$ cat src/rtl/bram_32_8_arb_pkg.sv
// Shared types and constants for the two-client arbiter on BRAM port A.
package bram_arb_pkg;

    localparam int unsigned BRAM_ADDR_W = 9;
    localparam int unsigned BRAM_DATA_W = 32;
    localparam int unsigned RD_LAT      = 3;

    typedef logic client_id_t;

    typedef struct packed {
        logic       vld;
        client_id_t id;
    } tag_t;

endpackage

$ cat src/rtl/bram_32_8_arb_if.sv
// Client request/response and RAM port A signals grouped for the arbiter.
interface bram_32_8_arb_if
    import bram_arb_pkg::*;
#(
    parameter int unsigned ADDR_W = BRAM_ADDR_W,
    parameter int unsigned DATA_W = BRAM_DATA_W
);
    logic              req0_in,     req1_in;
    logic [3:0]        we0_in,      we1_in;
    logic [ADDR_W-1:0] addr0_in,    addr1_in;
    logic [DATA_W-1:0] wr_d0_in,    wr_d1_in;
    logic              gnt0_out,    gnt1_out;
    logic              rd_vld0_out, rd_vld1_out;
    logic [DATA_W-1:0] rd_d0_out,   rd_d1_out;
    logic              en_a_out;
    logic [3:0]        we_a_out;
    logic [ADDR_W-1:0] addr_a_out;
    logic [DATA_W-1:0] wr_d_a_out;
    logic [DATA_W-1:0] rd_d_a_in;

    modport master (
        output req0_in, req1_in, we0_in, we1_in, addr0_in, addr1_in,
               wr_d0_in, wr_d1_in, rd_d_a_in,
        input  gnt0_out, gnt1_out, rd_vld0_out, rd_vld1_out, rd_d0_out,
               rd_d1_out, en_a_out, we_a_out, addr_a_out, wr_d_a_out
    );

    modport slave (
        input  req0_in, req1_in, we0_in, we1_in, addr0_in, addr1_in,
               wr_d0_in, wr_d1_in, rd_d_a_in,
        output gnt0_out, gnt1_out, rd_vld0_out, rd_vld1_out, rd_d0_out,
               rd_d1_out, en_a_out, we_a_out, addr_a_out, wr_d_a_out
    );
endinterface

$ cat src/rtl/bram_32_8_arb_rr_arb2.sv
// Two-way round-robin arbiter; BRAM_ARB_BURST_LIMIT_EN adds a burst counter
// letting the current owner keep the grant for up to MAX_BURST commands.
module rr_arb2
    import bram_arb_pkg::*;
#(
    parameter int unsigned MAX_BURST = 8
) (
    input  logic       clk_in,
    input  logic       rst_n_in,
    input  logic [1:0] i_req,
    output logic [1:0] o_gnt,
    output client_id_t o_owner
);
    client_id_t r_last;
    client_id_t w_pick;
    logic       w_keep;

    if (MAX_BURST < 1 || MAX_BURST > 255) begin : g_bad_burst
        $error("rr_arb2: MAX_BURST out of range 1..255");
    end

`ifdef BRAM_ARB_BURST_LIMIT_EN
    localparam logic [7:0] MAX_B = MAX_BURST[7:0];
    logic [7:0] r_burst;

    // A zero count means the owner has no live burst, so the other side wins.
    assign w_keep = (r_burst != '0) && (r_burst < MAX_B);

    always_ff @(posedge clk_in or negedge rst_n_in) begin
        if (!rst_n_in) begin
            r_burst <= '0;
        end else if (|o_gnt) begin
            if (w_pick == r_last)
                r_burst <= (r_burst == '1) ? r_burst : r_burst + 8'd1;
            else
                r_burst <= 8'd1;
        end else if (!i_req[r_last]) begin
            r_burst <= '0;
        end
    end
`else
    assign w_keep = 1'b0;
`endif

    always_comb begin
        o_gnt  = '0;
        w_pick = r_last;
        case (i_req)
            2'b01:   w_pick = 1'b0;
            2'b10:   w_pick = 1'b1;
            2'b11:   w_pick = w_keep ? r_last : ~r_last;
            default: w_pick = r_last;
        endcase
        if (|i_req)
            o_gnt = w_pick ? 2'b10 : 2'b01;
    end

    assign o_owner = w_pick;

    always_ff @(posedge clk_in or negedge rst_n_in) begin
        if (!rst_n_in)
            r_last <= 1'b1;
        else if (|o_gnt)
            r_last <= w_pick;
    end
endmodule

$ cat src/rtl/bram_32_8_arb.sv
// Arbitrates two 32-bit clients onto BRAM port A and routes read data back.
// Optional macro BRAM_ARB_BURST_LIMIT_EN enables burst-limited ownership.
module bram_32_8_arb
    import bram_arb_pkg::*;
#(
    parameter int unsigned ADDR_W    = BRAM_ADDR_W,
    parameter int unsigned DATA_W    = BRAM_DATA_W,
    parameter int unsigned MAX_BURST = 8
) (
    input  logic          clk_in,
    input  logic          rst_n_in,
    bram_32_8_arb_if.slave bus
);
    logic [1:0]        w_req;
    logic [1:0]        w_gnt_arb;
    logic [1:0]        w_gnt;
    logic              w_acc;
    client_id_t        w_sel;
    logic [3:0]        w_we;
    logic [ADDR_W-1:0] w_addr;
    logic [DATA_W-1:0] w_wd;

    logic              r_en;
    logic [3:0]        r_we;
    logic [ADDR_W-1:0] r_addr;
    logic [DATA_W-1:0] r_wd;
    tag_t              r_tag1, r_tag2;
    logic [1:0]        r_vld;
    logic [DATA_W-1:0] r_rd0, r_rd1;

    assign w_req = {bus.req1_in, bus.req0_in};

    rr_arb2 #(.MAX_BURST(MAX_BURST)) u_arb (
        .clk_in   (clk_in),
        .rst_n_in (rst_n_in),
        .i_req    (w_req),
        .o_gnt    (w_gnt_arb),
        .o_owner  (w_sel)
    );

    // Grants are masked during reset so every output reads zero there.
    assign w_gnt  = w_gnt_arb & {2{rst_n_in}};
    assign w_acc  = |w_gnt;
    assign w_we   = w_sel ? bus.we1_in   : bus.we0_in;
    assign w_addr = w_sel ? bus.addr1_in : bus.addr0_in;
    assign w_wd   = w_sel ? bus.wr_d1_in : bus.wr_d0_in;

    always_ff @(posedge clk_in or negedge rst_n_in) begin
        if (!rst_n_in) begin
            r_en   <= 1'b0;
            r_we   <= '0;
            r_addr <= '0;
            r_wd   <= '0;
            r_tag1 <= '0;
            r_tag2 <= '0;
            r_vld  <= '0;
            r_rd0  <= '0;
            r_rd1  <= '0;
        end else begin
            r_en <= w_acc;
            if (w_acc) begin
                r_we   <= w_we;
                r_addr <= w_addr;
                r_wd   <= w_wd;
            end
            r_tag1 <= '{vld: w_acc && (w_we == 4'h0), id: w_sel};
            r_tag2 <= r_tag1;
            // r_tag2 lines up with the cycle rd_d_a_in is valid.
            r_vld  <= '0;
            if (r_tag2.vld) begin
                if (r_tag2.id) begin
                    r_rd1    <= bus.rd_d_a_in;
                    r_vld[1] <= 1'b1;
                end else begin
                    r_rd0    <= bus.rd_d_a_in;
                    r_vld[0] <= 1'b1;
                end
            end
        end
    end

    assign bus.gnt0_out    = w_gnt[0];
    assign bus.gnt1_out    = w_gnt[1];
    assign bus.rd_vld0_out = r_vld[0];
    assign bus.rd_vld1_out = r_vld[1];
    assign bus.rd_d0_out   = r_rd0;
    assign bus.rd_d1_out   = r_rd1;
    assign bus.en_a_out    = r_en;
    assign bus.we_a_out    = r_we;
    assign bus.addr_a_out  = r_addr;
    assign bus.wr_d_a_out  = r_wd;
endmodule

$ cat src/flat_wrapper.sv
// flat-port wrapper written by rule: the top's interface ports become plain ports
module bram_32_8_arb_flat import bram_arb_pkg::*;
#(
    parameter int unsigned ADDR_W    = BRAM_ADDR_W,
    parameter int unsigned DATA_W    = BRAM_DATA_W,
    parameter int unsigned MAX_BURST = 8
)
  (clk_in, rst_n_in, bus_req0_in, bus_req1_in, bus_we0_in, bus_we1_in, bus_addr0_in, bus_addr1_in, bus_wr_d0_in, bus_wr_d1_in, bus_rd_d_a_in, bus_gnt0_out, bus_gnt1_out, bus_rd_vld0_out, bus_rd_vld1_out, bus_rd_d0_out, bus_rd_d1_out, bus_en_a_out, bus_we_a_out, bus_addr_a_out, bus_wr_d_a_out);
  bram_32_8_arb_if #(.ADDR_W(ADDR_W), .DATA_W(DATA_W)) bus_i ();
  input  logic clk_in;
  input  logic rst_n_in;
  input wire logic [$bits(bus_i.req0_in)-1:0] bus_req0_in;
  input wire logic [$bits(bus_i.req1_in)-1:0] bus_req1_in;
  input wire logic [$bits(bus_i.we0_in)-1:0] bus_we0_in;
  input wire logic [$bits(bus_i.we1_in)-1:0] bus_we1_in;
  input wire logic [$bits(bus_i.addr0_in)-1:0] bus_addr0_in;
  input wire logic [$bits(bus_i.addr1_in)-1:0] bus_addr1_in;
  input wire logic [$bits(bus_i.wr_d0_in)-1:0] bus_wr_d0_in;
  input wire logic [$bits(bus_i.wr_d1_in)-1:0] bus_wr_d1_in;
  input wire logic [$bits(bus_i.rd_d_a_in)-1:0] bus_rd_d_a_in;
  output wire logic [$bits(bus_i.gnt0_out)-1:0] bus_gnt0_out;
  output wire logic [$bits(bus_i.gnt1_out)-1:0] bus_gnt1_out;
  output wire logic [$bits(bus_i.rd_vld0_out)-1:0] bus_rd_vld0_out;
  output wire logic [$bits(bus_i.rd_vld1_out)-1:0] bus_rd_vld1_out;
  output wire logic [$bits(bus_i.rd_d0_out)-1:0] bus_rd_d0_out;
  output wire logic [$bits(bus_i.rd_d1_out)-1:0] bus_rd_d1_out;
  output wire logic [$bits(bus_i.en_a_out)-1:0] bus_en_a_out;
  output wire logic [$bits(bus_i.we_a_out)-1:0] bus_we_a_out;
  output wire logic [$bits(bus_i.addr_a_out)-1:0] bus_addr_a_out;
  output wire logic [$bits(bus_i.wr_d_a_out)-1:0] bus_wr_d_a_out;
  assign bus_i.req0_in = bus_req0_in;
  assign bus_i.req1_in = bus_req1_in;
  assign bus_i.we0_in = bus_we0_in;
  assign bus_i.we1_in = bus_we1_in;
  assign bus_i.addr0_in = bus_addr0_in;
  assign bus_i.addr1_in = bus_addr1_in;
  assign bus_i.wr_d0_in = bus_wr_d0_in;
  assign bus_i.wr_d1_in = bus_wr_d1_in;
  assign bus_i.rd_d_a_in = bus_rd_d_a_in;
  assign bus_gnt0_out = bus_i.gnt0_out;
  assign bus_gnt1_out = bus_i.gnt1_out;
  assign bus_rd_vld0_out = bus_i.rd_vld0_out;
  assign bus_rd_vld1_out = bus_i.rd_vld1_out;
  assign bus_rd_d0_out = bus_i.rd_d0_out;
  assign bus_rd_d1_out = bus_i.rd_d1_out;
  assign bus_en_a_out = bus_i.en_a_out;
  assign bus_we_a_out = bus_i.we_a_out;
  assign bus_addr_a_out = bus_i.addr_a_out;
  assign bus_wr_d_a_out = bus_i.wr_d_a_out;
  bram_32_8_arb #(.ADDR_W(ADDR_W), .DATA_W(DATA_W), .MAX_BURST(MAX_BURST)) u_core (.clk_in(clk_in), .rst_n_in(rst_n_in), .bus(bus_i));
endmodule
$ cat config.mk
export PLATFORM = sky130hd
export DESIGN_NAME = bram_32_8_arb_flat
export DESIGN_NICKNAME = d
export VERILOG_FILES = /design/src/rtl/bram_32_8_arb_pkg.sv /design/src/rtl/bram_32_8_arb_if.sv /design/src/rtl/bram_32_8_arb_rr_arb2.sv /design/src/rtl/bram_32_8_arb.sv /design/src/flat_wrapper.sv
export SDC_FILE = /design/constraint.sdc
export NUM_CORES = 1
export LEC_CHECK = 0
export ABC_CLOCK_PERIOD_IN_PS = 1500
export BUFFER_PORTS_ARGS = -buffer_cell sky130_fd_sc_hd__buf_2
export CAP_MARGIN = 30
export CORE_UTILIZATION = 42
export DETAILED_ROUTE_END_ITERATION = 8
export PLACE_DENSITY_LB_ADDON = 0.12
export SLEW_MARGIN = 20
export SYNTH_ARGS = -nofsm -noshare
export SYNTH_HDL_FRONTEND = slang
export SYNTH_SLANG_ARGS = --single-unit
$ cat constraint.sdc
create_clock -name clk_in -period 1.5 [get_ports clk_in]
set_input_delay 0.45 -clock clk_in [delete_from_list [all_inputs] [get_ports clk_in]]
set_output_delay 0.45 -clock clk_in [all_outputs]
set_load 0.05 [all_outputs]
==> run metrics <==
status finished, violations left; failing checks setup timing; htree depth 4; reg2reg path depth 4; Starting Density 43.0%; CP arrival 1.42 ns; area of the die 12,100 sq um; clock buffer count from CTS 17; Hold Path Class in2async; crit-path max FO 4; Rel. slew slack 45.2%; cts hold-fix bufs 0; average size of a mapped cell 11.8 sq um; Worst Skew 0.00948 ns; Area after DPL 6250 sq um; final worst slack -0.373 ns; Sinks on Clock Net 117; antenna viol nets, final 0; Max Transition Viols Final 0; Syn Inst Count 415; core area 11,400 sq um; clock transition at the registers of the reported paths 0.05 ns; Starting DRT DRC Count 213; count of cell types in the netlist 24; CTS root buffer clkbuf_16; syn nets 541; Area growth syn-to-layout 43.6%; Worst path depth 3; Tightest Pin Transition 0.822 ns; Total GRT Usage 21.0%; largest stage delay on the critical path 0.56 ns; CP top delay family flip-flops; Max-Cap Viols 0; TritonCTS clock tree yes; Avg WL per Cell 15.5 um; vias in the first global route 3,904; crit path cell chain or2_1, and3_4, buf_8; Die X 110 um; initial antenna violation count 0; Crit Path Class reg2out; Static Leakage 3.44 nW; Power Density 1890 nW/um^2; RSZ-0062 raised after global routing true; n_diodes 0; max frequency 534 MHz; Yosys Warn Count 0; CP Capture Type output port; gr ovfl total 0; worst r2r src u_core.u_arb.r_last; Critical Path Start Type flop; via count 4,175; clock latency on the worst-skew pair 0.40 ns; Seq/Total Area, Yosys 59.7%; CP max-delay cell dfstp_2; vias per inst 5.14; RePlAce Congestion 0.768; Worst Path Required 1.05 ns; VDD IR max 1000 uV; io pins 240; DRC 0; Reg2Reg Capture Point u_core.bus.wr_d_a_out[19]; Final Setup Violations 38; global-route wire length before repair 19.2 mm; Initial DRT Pass Iterations 4; layout cells sized above 1 54.0%; Total Power 0.0133 W; Final min period 1.87 ns; Final Hold Viols 0; largest net degree at the start of global routing 91; Synth Register Bits 117; Final Cycle Share 125%; R2R setup slack -0.09 ns; chip height 110 um; final instance area 7040 sq um; CTS Buffer Depth 2; WP buf/inv 1; IO buf count 239; NumNets Final 782; drt total wl 12.6 mm; Row Count 39; Post-DP HPWL 8.54 mm; synthesized area 4900 sq um
-- flip-flops by register name, indices dropped and copies added, names as in the netlist --
signal and count:
u_core.bus.rd_d0_out 32, u_core.bus.rd_d1_out 32, u_core.bus.wr_d_a_out 32, u_core.bus.addr_a_out 9, u_core.bus.we_a_out 4, u_core.r_tag1 2
u_core.r_tag2 2, u_core.r_vld 2, u_core.bus.en_a_out 1, u_core.u_arb.r_last 1
-- worst max-delay path by stage --
stage,start,endpoint,slack [ns]
finish,u_core.u_arb.r_last,bus_gnt1_out,-0.37
global route,u_core.u_arb.r_last,bus_gnt1_out,-0.42
CTS,u_core.u_arb.r_last,bus_gnt0_out,-0.39
detailed placement,bus_req1_in,u_core.bus.addr_a_out[7],-0.27
global placement,bus_req1_in,u_core.bus.wr_d_a_out[10],-0.20
floorplan,u_core.u_arb.r_last,bus_gnt1_out,-0.11
-- layout by cell type (no fill, tap or decap), drive strengths merged, types with 4 or more instances in the layout --
| cell | instances |
|---|---|
| a31oi | 44 |
| clkbuf | 70 |
| nor2 | 47 |
| mux2 | 64 |
| dfrtp | 116 |
| o21ai | 45 |
| buf | 209 |
| clkinv | 5 |
| nand3 | 45 |
| bufinv | 4 |
-- per-stage QoR --
| stage | worst slack (ns) | hold WS, ns | cells | TNS (ns) | utilization (%) |
|---|---|---|---|---|---|
| after global routing | -0.418 | 0.128 | 812 | -5.94 | 61.7 |
| after CTS | -0.394 | 0.124 | 812 | -1.79 | 60.5 |
| after global placement | -0.199 | 0.336 | 780 | -9.21 | 54.7 |
| after detailed placement | -0.267 | 0.338 | 780 | -13.27 | 54.7 |
| final | -0.373 | 0.129 | 812 | -1.40 | 61.7 |
| after floorplan | -0.112 | 0.154 | 415 | -0.112 | - |
-- power by group --
part / internal, W / total, W / switching (W)
combinational: 0.00137 / 0.00481 / 0.00344
clock: 0.00287 / 0.00427 / 0.00140
sequential: 0.00388 / 0.00424 / 0.000362
total: 0.00811 / 0.0133 / 0.00521
-- area by class of cell --
class | instances | area (sq um)
fillers | 975 | 4380
clock inverters | 12 | 176
repair buffers | 259 | 1550
well taps | 143 | 179
inverters | 1 | 3.75
multi-input cells | 260 | 1750
flip-flops and latches | 117 | 2930
clock buffers | 20 | 457
-- worst reg2reg max path: cells and delay by family, from the launching register on --
kind	cells	cell delay, ns
buf+inv	1	0.42
compound gates	1	0.20
flops	1	0.56
simple gates	2	0.32
-- cells in the mapped netlist, drive strengths merged --
| master | number | area [sq um] |
|---|---|---|
| and2 | 1 | 6.26 |
| o211a | 1 | 10.0 |
| dfstp | 1 | 26.3 |
| nand2b | 1 | 6.26 |
| o21ai | 45 | 225 |
| o21a | 1 | 7.51 |
| nand2 | 2 | 7.51 |
| buf | 36 | 248 |
| and3 | 2 | 12.5 |
| nor2 | 47 | 176 |
| clkbuf | 1 | 3.75 |
| inv | 1 | 3.75 |
| or2 | 1 | 6.26 |
| dfrtp | 116 | 2900 |
| nor3 | 2 | 10.0 |
| nor2b | 1 | 6.26 |
| a31oi | 44 | 275 |
| nand3 | 45 | 225 |
| nand4b | 2 | 17.5 |
| a22oi | 1 | 7.51 |
| mux2 | 64 | 721 |
-- cells by family (layout without fill, tap and decap cells) --
| logic type | after synthesis | count (layout) | share of synthesized area [%] |
|---|---|---|---|
| AO/OA/AOI/OAI | 92 | 92 | 10.7 |
| buffers and inverters | 38 | 292 | 5.20 |
| multiplexers | 64 | 64 | 14.7 |
| AND/OR/NAND/NOR | 104 | 104 | 9.67 |
| flip-flops | 117 | 117 | 59.7 |
-- metal layers --
layer	global-route usage (%)	up-vias	part of all wire, %
li1	-	1972	-
met1	25.3	2022	40
met2	35.7	166	51
met3	5.58	15	7.6
met4	8.19	0	1.3
met5	0	-	0
-- repair_timing --
| action | CTS | global route |
|---|---|---|
| hold endpoints to repair | 0 | 0 |
| endpoints found under the setup margin | 48 | 97 |
| buffers inserted | 0 | 0 |
| pin swaps | 1 | 1 |
| resized for setup | 9 | 51 |
No activity file was read; power rests on OpenSTA's default activity.
